===== src/rtl/rom_burst_reader.sv =====
// rtl/rom_burst_reader.sv - burst sequencer for a pipelined ROM with skid FIFO output
// Optional running XOR checksum of popped bytes: define ROM_RD_CSUM_EN.
module rom_burst_reader #(
  parameter int ADDR_W     = 4,
  parameter int DATA_W     = 8,
  parameter int LAT        = 3,
  parameter int FIFO_DEPTH = 4
) (
  input  logic              clk,
  input  logic              rst_n,
  input  logic              req_valid,
  output logic              req_ready,
  input  logic [ADDR_W-1:0] req_addr,
  input  logic [ADDR_W-1:0] req_len,
  output logic [ADDR_W-1:0] rom_addr,
  input  logic [DATA_W-1:0] rom_dout,
  output logic              out_valid,
  input  logic              out_ready,
  output logic [DATA_W-1:0] out_data,
  output logic              out_last,
  output logic              busy
`ifdef ROM_RD_CSUM_EN
  ,
  output logic [DATA_W-1:0] csum,
  output logic              csum_valid
`endif
);

  localparam int PW = (FIFO_DEPTH > 1) ? $clog2(FIFO_DEPTH) : 1;
  localparam int CW = $clog2(FIFO_DEPTH + 1);
  localparam int SW = CW + 2;

  typedef enum logic [1:0] {IDLE, ISSUE, DRAIN} state_t;

  state_t            state, state_nxt;
  logic [ADDR_W-1:0] addr_cnt, remain;
  logic [LAT-1:0]    vpipe, lpipe;
  logic [DATA_W-1:0] mem_data [FIFO_DEPTH];
  logic [FIFO_DEPTH-1:0] mem_last;
  logic [PW-1:0]     wr_ptr, rd_ptr;
  logic [CW-1:0]     fifo_cnt;
  logic [SW-1:0]     pipe_cnt;
  logic              accept, issue, push, push_last, pop, credit_ok, last_issue;

  function automatic logic [PW-1:0] ptr_inc(input logic [PW-1:0] p);
    return (p == PW'(FIFO_DEPTH - 1)) ? '0 : p + PW'(1);
  endfunction

  assign rom_addr   = addr_cnt;
  assign req_ready  = (state == IDLE);
  assign busy       = (state != IDLE);
  assign out_valid  = (fifo_cnt != '0);
  assign out_data   = mem_data[rd_ptr];
  assign out_last   = out_valid & mem_last[rd_ptr];
  assign pop        = out_valid & out_ready;
  assign push       = vpipe[LAT-1];
  assign push_last  = lpipe[LAT-1];
  assign last_issue = issue && (remain == '0);

  always_comb begin
    pipe_cnt = '0;
    for (int i = 0; i < LAT; i++) pipe_cnt = pipe_cnt + SW'(vpipe[i]);
  end

  // Credit check: every token already in the ROM pipe or FIFO, plus the new one,
  // must have a FIFO slot waiting for it since the pipe cannot stall.
  assign credit_ok = (pipe_cnt + SW'(fifo_cnt) + SW'(1)) <= (SW'(FIFO_DEPTH) + SW'(pop));

  always_comb begin
    state_nxt = state;
    accept    = 1'b0;
    issue     = 1'b0;
    case (state)
      IDLE: begin
        if (req_valid) begin
          accept    = 1'b1;
          state_nxt = ISSUE;
        end
      end
      ISSUE: begin
        if (credit_ok) begin
          issue = 1'b1;
          if (remain == '0) state_nxt = DRAIN;
        end
      end
      DRAIN: begin
        if (pop && out_last) state_nxt = IDLE;
      end
      default: state_nxt = IDLE;
    endcase
  end

  always_ff @(posedge clk or negedge rst_n) begin
    if (!rst_n) state <= IDLE;
    else        state <= state_nxt;
  end

  always_ff @(posedge clk or negedge rst_n) begin
    if (!rst_n) begin
      addr_cnt <= '0;
      remain   <= '0;
    end else if (accept) begin
      addr_cnt <= req_addr;
      remain   <= req_len;
    end else if (issue && (remain != '0)) begin
      addr_cnt <= addr_cnt + ADDR_W'(1);
      remain   <= remain - ADDR_W'(1);
    end
  end

  always_ff @(posedge clk or negedge rst_n) begin
    if (!rst_n) begin
      vpipe <= '0;
      lpipe <= '0;
    end else begin
      vpipe <= (vpipe << 1) | LAT'(issue);
      lpipe <= (lpipe << 1) | LAT'(last_issue);
    end
  end

  always_ff @(posedge clk or negedge rst_n) begin
    if (!rst_n) begin
      for (int i = 0; i < FIFO_DEPTH; i++) mem_data[i] <= '0;
      mem_last <= '0;
      wr_ptr   <= '0;
      rd_ptr   <= '0;
      fifo_cnt <= '0;
    end else begin
      if (push) begin
        mem_data[wr_ptr] <= rom_dout;
        mem_last[wr_ptr] <= push_last;
        wr_ptr           <= ptr_inc(wr_ptr);
      end
      if (pop) rd_ptr <= ptr_inc(rd_ptr);
      case ({push, pop})
        2'b10:   fifo_cnt <= fifo_cnt + CW'(1);
        2'b01:   fifo_cnt <= fifo_cnt - CW'(1);
        default: fifo_cnt <= fifo_cnt;
      endcase
    end
  end

`ifdef ROM_RD_CSUM_EN
  always_ff @(posedge clk or negedge rst_n) begin
    if (!rst_n) begin
      csum       <= '0;
      csum_valid <= 1'b0;
    end else begin
      if (accept)   csum <= '0;
      else if (pop) csum <= csum ^ out_data;
      csum_valid <= pop & out_last;
    end
  end
`endif

  fifo_no_overflow: assert property (@(posedge clk) disable iff (!rst_n)
    !(push && !pop && (fifo_cnt == CW'(FIFO_DEPTH))));

endmodule

===== config.mk =====
export PLATFORM = sky130hd
export DESIGN_NAME = rom_burst_reader
export DESIGN_NICKNAME = d
export VERILOG_FILES = /design/src/rtl/rom_burst_reader.sv
export SDC_FILE = /design/constraint.sdc
export NUM_CORES = 1
export LEC_CHECK = 0
export ABC_AREA = 0
export CORE_MARGIN = 4
export CORE_UTILIZATION = 30
export DETAILED_ROUTE_END_ITERATION = 8
export SETUP_SLACK_MARGIN = 0.15
export SLEW_MARGIN = 20
export SYNTH_ARGS = -nofsm -noshare
export SYNTH_HDL_FRONTEND = slang
export SYNTH_SLANG_ARGS = --single-unit

===== constraint.sdc =====
create_clock -name clk -period 4.3 [get_ports clk]
set_input_delay 0.645 -clock clk [delete_from_list [all_inputs] [get_ports clk]]
set_output_delay 0.645 -clock clk [all_outputs]
set_load 0.1 [all_outputs]

# Word-level counts from Yosys, hierarchy flattened
# Cells that the tools add are included.
# totals
elab_cells	87
input_bits	20
out_inout_bits	16
register_bits	59
# op_classes
muxes	27
n_eq_ne	10
magnitude_cmp	7
bitwise	6
add_sub_neg	11
reduce_logical	13
# ops
op	count
32-bit bitwise mux	1
8-bit 2-to-1 mux	3
8-bit binary-select mux with 2-bit select	1
8-bit demux with 2-bit select	1
4-bit 2-to-1 mux	4
2-bit 2-to-1 mux	6
2-bit == test (second input constant)	4
2-bit inequality test (second input constant)	4
3-bit >= comparator (second input constant)	2
2-bit by 3-bit less-than comparator with 1-bit output (second input constant)	2
1-bit 2-to-1 mux	6
2-bit NOT with 3-bit output	2
3-bit by 1-bit OR with 3-bit output	2
2-bit case mux with 3 select lines	1
3-bit case mux with 2 select lines	1
2-bit nonzero test	3
4-bit by 1-bit adder with 5-bit output (second input constant)	1
5-bit by 4-bit less-or-equal comparator with 1-bit output	1
1-bit logical AND	5
2-bit by 1-bit adder with 2-bit output (second input constant)	2
3-bit by 1-bit adder with 4-bit output (first input constant)	1
3-bit by 3-bit adder with 4-bit output	1
4-bit by 1-bit adder with 4-bit output (second input constant)	1
4-bit bitwise mux	1
16 further kinds	18

# Logic depth before layout (Yosys ltp)
# depth
word_depth	10
ltp_mapped	12
ltp_nobuf	10

# Worst setup path before layout
# OpenSTA, ideal clock, no wires.
# synth_timing
kind	flip-flop to flip-flop
from	register fifo_cnt[0]
to	register addr_cnt[1] (netlist: rom_addr[1])
period_less_slack_ns	3.110
n_path_buf	2
setup_time_ns	0.126
arrival_ns	2.984
required_ns	4.174
stages_incl_launch_ff	10
path_slack_ns	1.190
cell_sequence	dfrtp_1 -> or3_1 -> and2_1 -> clkbuf_1 -> ha_1 -> o21ba_2 -> o221a_2 -> buf_2 -> and3_1 -> a221o_1
# synth_via
elab_chain_len	8
word_cells_on_any_way	10
classes_between	add/sub: 3; order compare: 1; mux: 2; bitwise: 1; reduce/logical: 3
# synth_lines
element	line_no	text
start, declared	41	logic [CW-1:0] fifo_cnt;
start signal, assigned	136	2'b10: fifo_cnt <= fifo_cnt + CW'(1);
start signal, assigned	137	2'b01: fifo_cnt <= fifo_cnt - CW'(1);
start signal, assigned	138	default: fifo_cnt <= fifo_cnt;
3-bit nonzero test	52	assign out_valid = (fifo_cnt != '0);
net out_valid	17	output logic out_valid,
1-bit bitwise AND	55	assign pop = out_valid & out_ready;
net pop	43	logic accept, issue, push, push_last, pop, credit_ok, last_issue;
3-bit by 1-bit adder with 4-bit output	67	assign credit_ok = (pipe_cnt + SW'(fifo_cnt) + SW'(1)) <= (SW'(FIFO_DEPTH) + SW'(pop));
5-bit by 4-bit less-or-equal comparator with 1-bit output	67	
1-bit 2-to-1 mux	81	if (credit_ok) begin
1-bit 2-to-1 mux	73	case (state)
1-bit logical AND	105	end else if (issue && (remain != '0)) begin
2-bit nonzero test (no source line)	n/a	
end signal, assigned	103	addr_cnt <= req_addr;
end signal, assigned	106	addr_cnt <= addr_cnt + ADDR_W'(1);
end, declared	36	logic [ADDR_W-1:0] addr_cnt, remain;
# The timed path passes the listed nets, and every way through them passes these cells.
# A chain may end at the register's enable or synchronous reset.

# Final worst setup path
# layout_timing
from	register rd_ptr[0]
to	output out_last
# layout_via
elab_chain_len	3
# layout_lines
element	line_no	text
start, declared	40	logic [PW-1:0] wr_ptr, rd_ptr;
start signal, assigned	134	if (pop) rd_ptr <= ptr_inc(rd_ptr);
1-bit binary-select mux with 2-bit select	54	assign out_last = out_valid & mem_last[rd_ptr];
1-bit 2-to-1 mux (not written as such)	54	
1-bit bitwise AND	54	
end, declared	20	output logic out_last,
# No other way between the ends. The select of a mux whose other input is x is not followed.

==> summary.md <==
| Metric | Value |
|---|---|
| Max Fclk | `between 200 and 300 MHz` |
| Largest delay share family, worst path | `buffers and inverters` |
| Relative slew slack | `approximately a third` |
| Top FF cell, synth | `dfrtp_1` |
| Max-Cap Viols | `0` |
| CP Launch Type | `flip-flop` |
| Vias per cell | `between 4 and 5` |
| Tot GR Track Use | `10.9%` |
| DRT Pass-1 Iters | `4` |
| Setup TNS | `0 ns` |
| Vias in the first global route | `roughly 1900` |
| Crit path arrival time | `about 2.9 ns` |
| Ys Warns | `0` |
| Slowest-stage cell, CP | `clkdlybuf4s50_1` |
| Core outline area | `0.00924 sq mm` |
| Setup crit end | `out_last` |
| Number of synthesized flops with an enable pin | `0` |
| Routed WL | `between 5000 and 6000 microns` |
| Hold Fails Final Rpt | `0` |
| R2r endpoint | `rom_addr[2]` |
| Ratio of cells with drive above 1 in the final layout | `between 20% and 30%` |
| Final Cycle Share | `82.4%` |
| Bufs and invs on worst path | `1` |
| Area leader, netlist | `dfrtp_1` |
| Initial DRC Count | `between 50 and 60` |
| Synth top area cells | `dfrtp_1 52%, mux2_2 15%, mux4_2 7.1%, ha_1 4.8%, fa_1 2.1%` |
| Largest net degree at the start of global routing | `38` |
| Overall die height | `around 110 microns` |
| Crit-path max cell delay | `about 0.97 ns` |
| Count leader, synth | `dfrtp_1` |
| CTS H-tree depth | `3` |
| # resized after CTS | `0` |
| Critical Path Start | `rd_ptr[0]` |
| Sequential-to-total area share from yosys stat | `51.8%` |
| Row cnt | `35` |
| R2R setup slack | `around 1.3 ns` |
| CP max FO | `12` |
| IO Port Bufs | `35` |
| GPL Wtd Cong | `between 0.8 and 0.9` |
| Synthesized cell area | `about 0.0028 sq mm` |
| Vias after detailed routing | `1787` |
| Fraction of registers with async set/reset | `100%` |
| Tmin final | `about 3.5 ns` |
| Library cells used by synthesis | `40` |
| Fillers | `between 900 and 1000` |
| Area growth syn-to-layout | `25.6%` |
| Setup CP Type | `flip-flop to primary output` |
| Max-slew violation count | `0` |
| Die width | `between 100 and 150 microns` |
| ANT nets after route | `0` |
| Post-route DRC | `0` |
| Final setup violation count | `0` |
| Crit end category | `primary output` |
| Min-Delay Path Class | `primary input to async pin` |
| Commonest cells post-synth | `59 x dfrtp_1, 38 x mux2_2, 16 x inv_1` |
| Top cell type's share of synthesized area | `between 50% and 60%` |
| Clock root buffer | `clkbuf_8` |
| Io pins | `36` |
| Starting Density | `between 30% and 40%` |
| Flops & latches, synth | `between 50 and 60` |
| Crit-path cells | `mux4_2 -> and2_1 -> clkdlybuf4s50_1` |
| Worst endpoint required time | `between 3 and 4 ns` |
| Clock Tree Buf Depth | `2` |
| CTS buffer count | `9` |
| Post-CTS setup buffer count | `0` |
| Reg2Reg Launch Point | `vpipe[2]` |
| Post-Synthesis Net Count | `approximately 250` |
| Syn Area/Cell | `between 10 and 15 sq um` |
| Gate Count Post-Synth | `approximately 210` |
| R2R cell count | `9` |
| # diodes | `0` |
| Routed length per instance | `14.6 microns` |
| Final Skew | `0.00669 ns` |
| Worst skew pair latency | `about 0.32 ns` |
| CTS tree | `done` |
| Initial antenna violation count | `0` |
| Gr ovfl total | `0` |
| Clk pin slew, worst setup/hold paths | `around 0.060 ns` |
| Die ar. | `approximately 0.011 sq mm` |
| Status | `finished, final reports clean` |
| # hold bufs at CTS | `0` |
| Worst-Margin Slew | `slightly below 1 ns` |
| Total Nets Final | `around 290` |
| Clock net sink count | `59` |
| RSZ-0062 raised after global routing | `false` |
| First-pass GRT wire length | `about 9700 microns` |
| Final HPWL from detailed placement | `~4000 microns` |
| Stages on worst setup path | `3` |
[cell type report]
class / count / area, sq um / share of cell area [%]
Clock inverter: 5 / 125 / 3.50
Timing Repair Buffer: 36 / 353 / 9.86
Tap cell: 129 / 161 / 4.51
Clock buffer: 11 / 131 / 3.67
Multi-Input combinational cell: 130 / 1270 / 35.5
Sequential cell: 59 / 1480 / 41.2
Inverter: 16 / 60.1 / 1.68
[state kept, by name, indices dropped and copies added (netlist names)]
register / cells
fifo_cnt: 3
lpipe: 3
mem_data: 32
mem_last: 4
rd_ptr: 2
remain: 4
rom_addr: 4
state: 2
vpipe: 3
wr_ptr: 2
[worst min-delay path by stage]
stage / startpoint / to / slack [ns] / depth (start not counted)
2_1_floorplan: lpipe[0] / lpipe[1] / 0.33 / 0
3_3_place_gp: lpipe[1] / lpipe[2] / 0.33 / 0
3_5_place_dp: lpipe[0] / lpipe[1] / 0.34 / 0
4_1_cts: rst_n / mem_data[24] / 0.31 / 1
5_1_grt: rst_n / mem_data[24] / 0.33 / 1
6_report: rst_n / mem_data[19] / 0.30 / 1
[logic make-up (layout without fill, tap and decap cells)]
| kind of cell | Yosys count | after routing | synth area share (%) |
|---|---|---|---|
| AO/OA/AOI/OAI | 21 | 21 | 5.97 |
| flip-flops | 59 | 59 | 51.8 |
| buffers and inverters | 25 | 68 | 3.51 |
| multiplexers | 48 | 48 | 22.5 |
| adder cells (fa/ha/maj) | 14 | 14 | 6.94 |
| AND/OR/NAND/NOR | 43 | 43 | 8.04 |
| XOR/XNOR | 4 | 4 | 1.23 |
[per-layer routing]
metal	wire (microns)	up-vias	GRT usage [%]
li1	-	842	-
met1	2680	892	14.4
met2	2610	49	16.8
met3	299	4	4.23
met4	47	0	2.91
met5	0	-	0
[through the flow]
stage          util, %  cells  instance area, sq um  hold WS, ns  setup WS (ns)
5_1_grt           38.7    386                  3580        0.331          0.584
6_report          38.7    386                  3580        0.303          0.757
2_1_floorplan        -    214                  2850        0.331           1.19
3_3_place_gp      36.0    370                  3320        0.332           1.07
3_5_place_dp      36.0    370                  3320        0.336           1.06
4_1_cts           38.7    386                  3580        0.307          0.696
[cells in the final DEF (no fill, tap or decap), types with 3 or more instances in the layout]
cell             count
a31oi_1              3
clkdlybuf4s50_1     34
nand2_1             11
mux2_2              38
and2_1               4
mux4_2               9
fa_1                 3
ha_1                11
a211o_1              3
inv_1               16
nor3_1               3
dfrtp_1             59
clkbuf_8             9
nor2_1               8
bufinv_16            4
xnor2_1              3
Power is left out: the tool's default activity adds up to more than one toggle a clock period on the data nets, which glitch-free logic cannot reach.
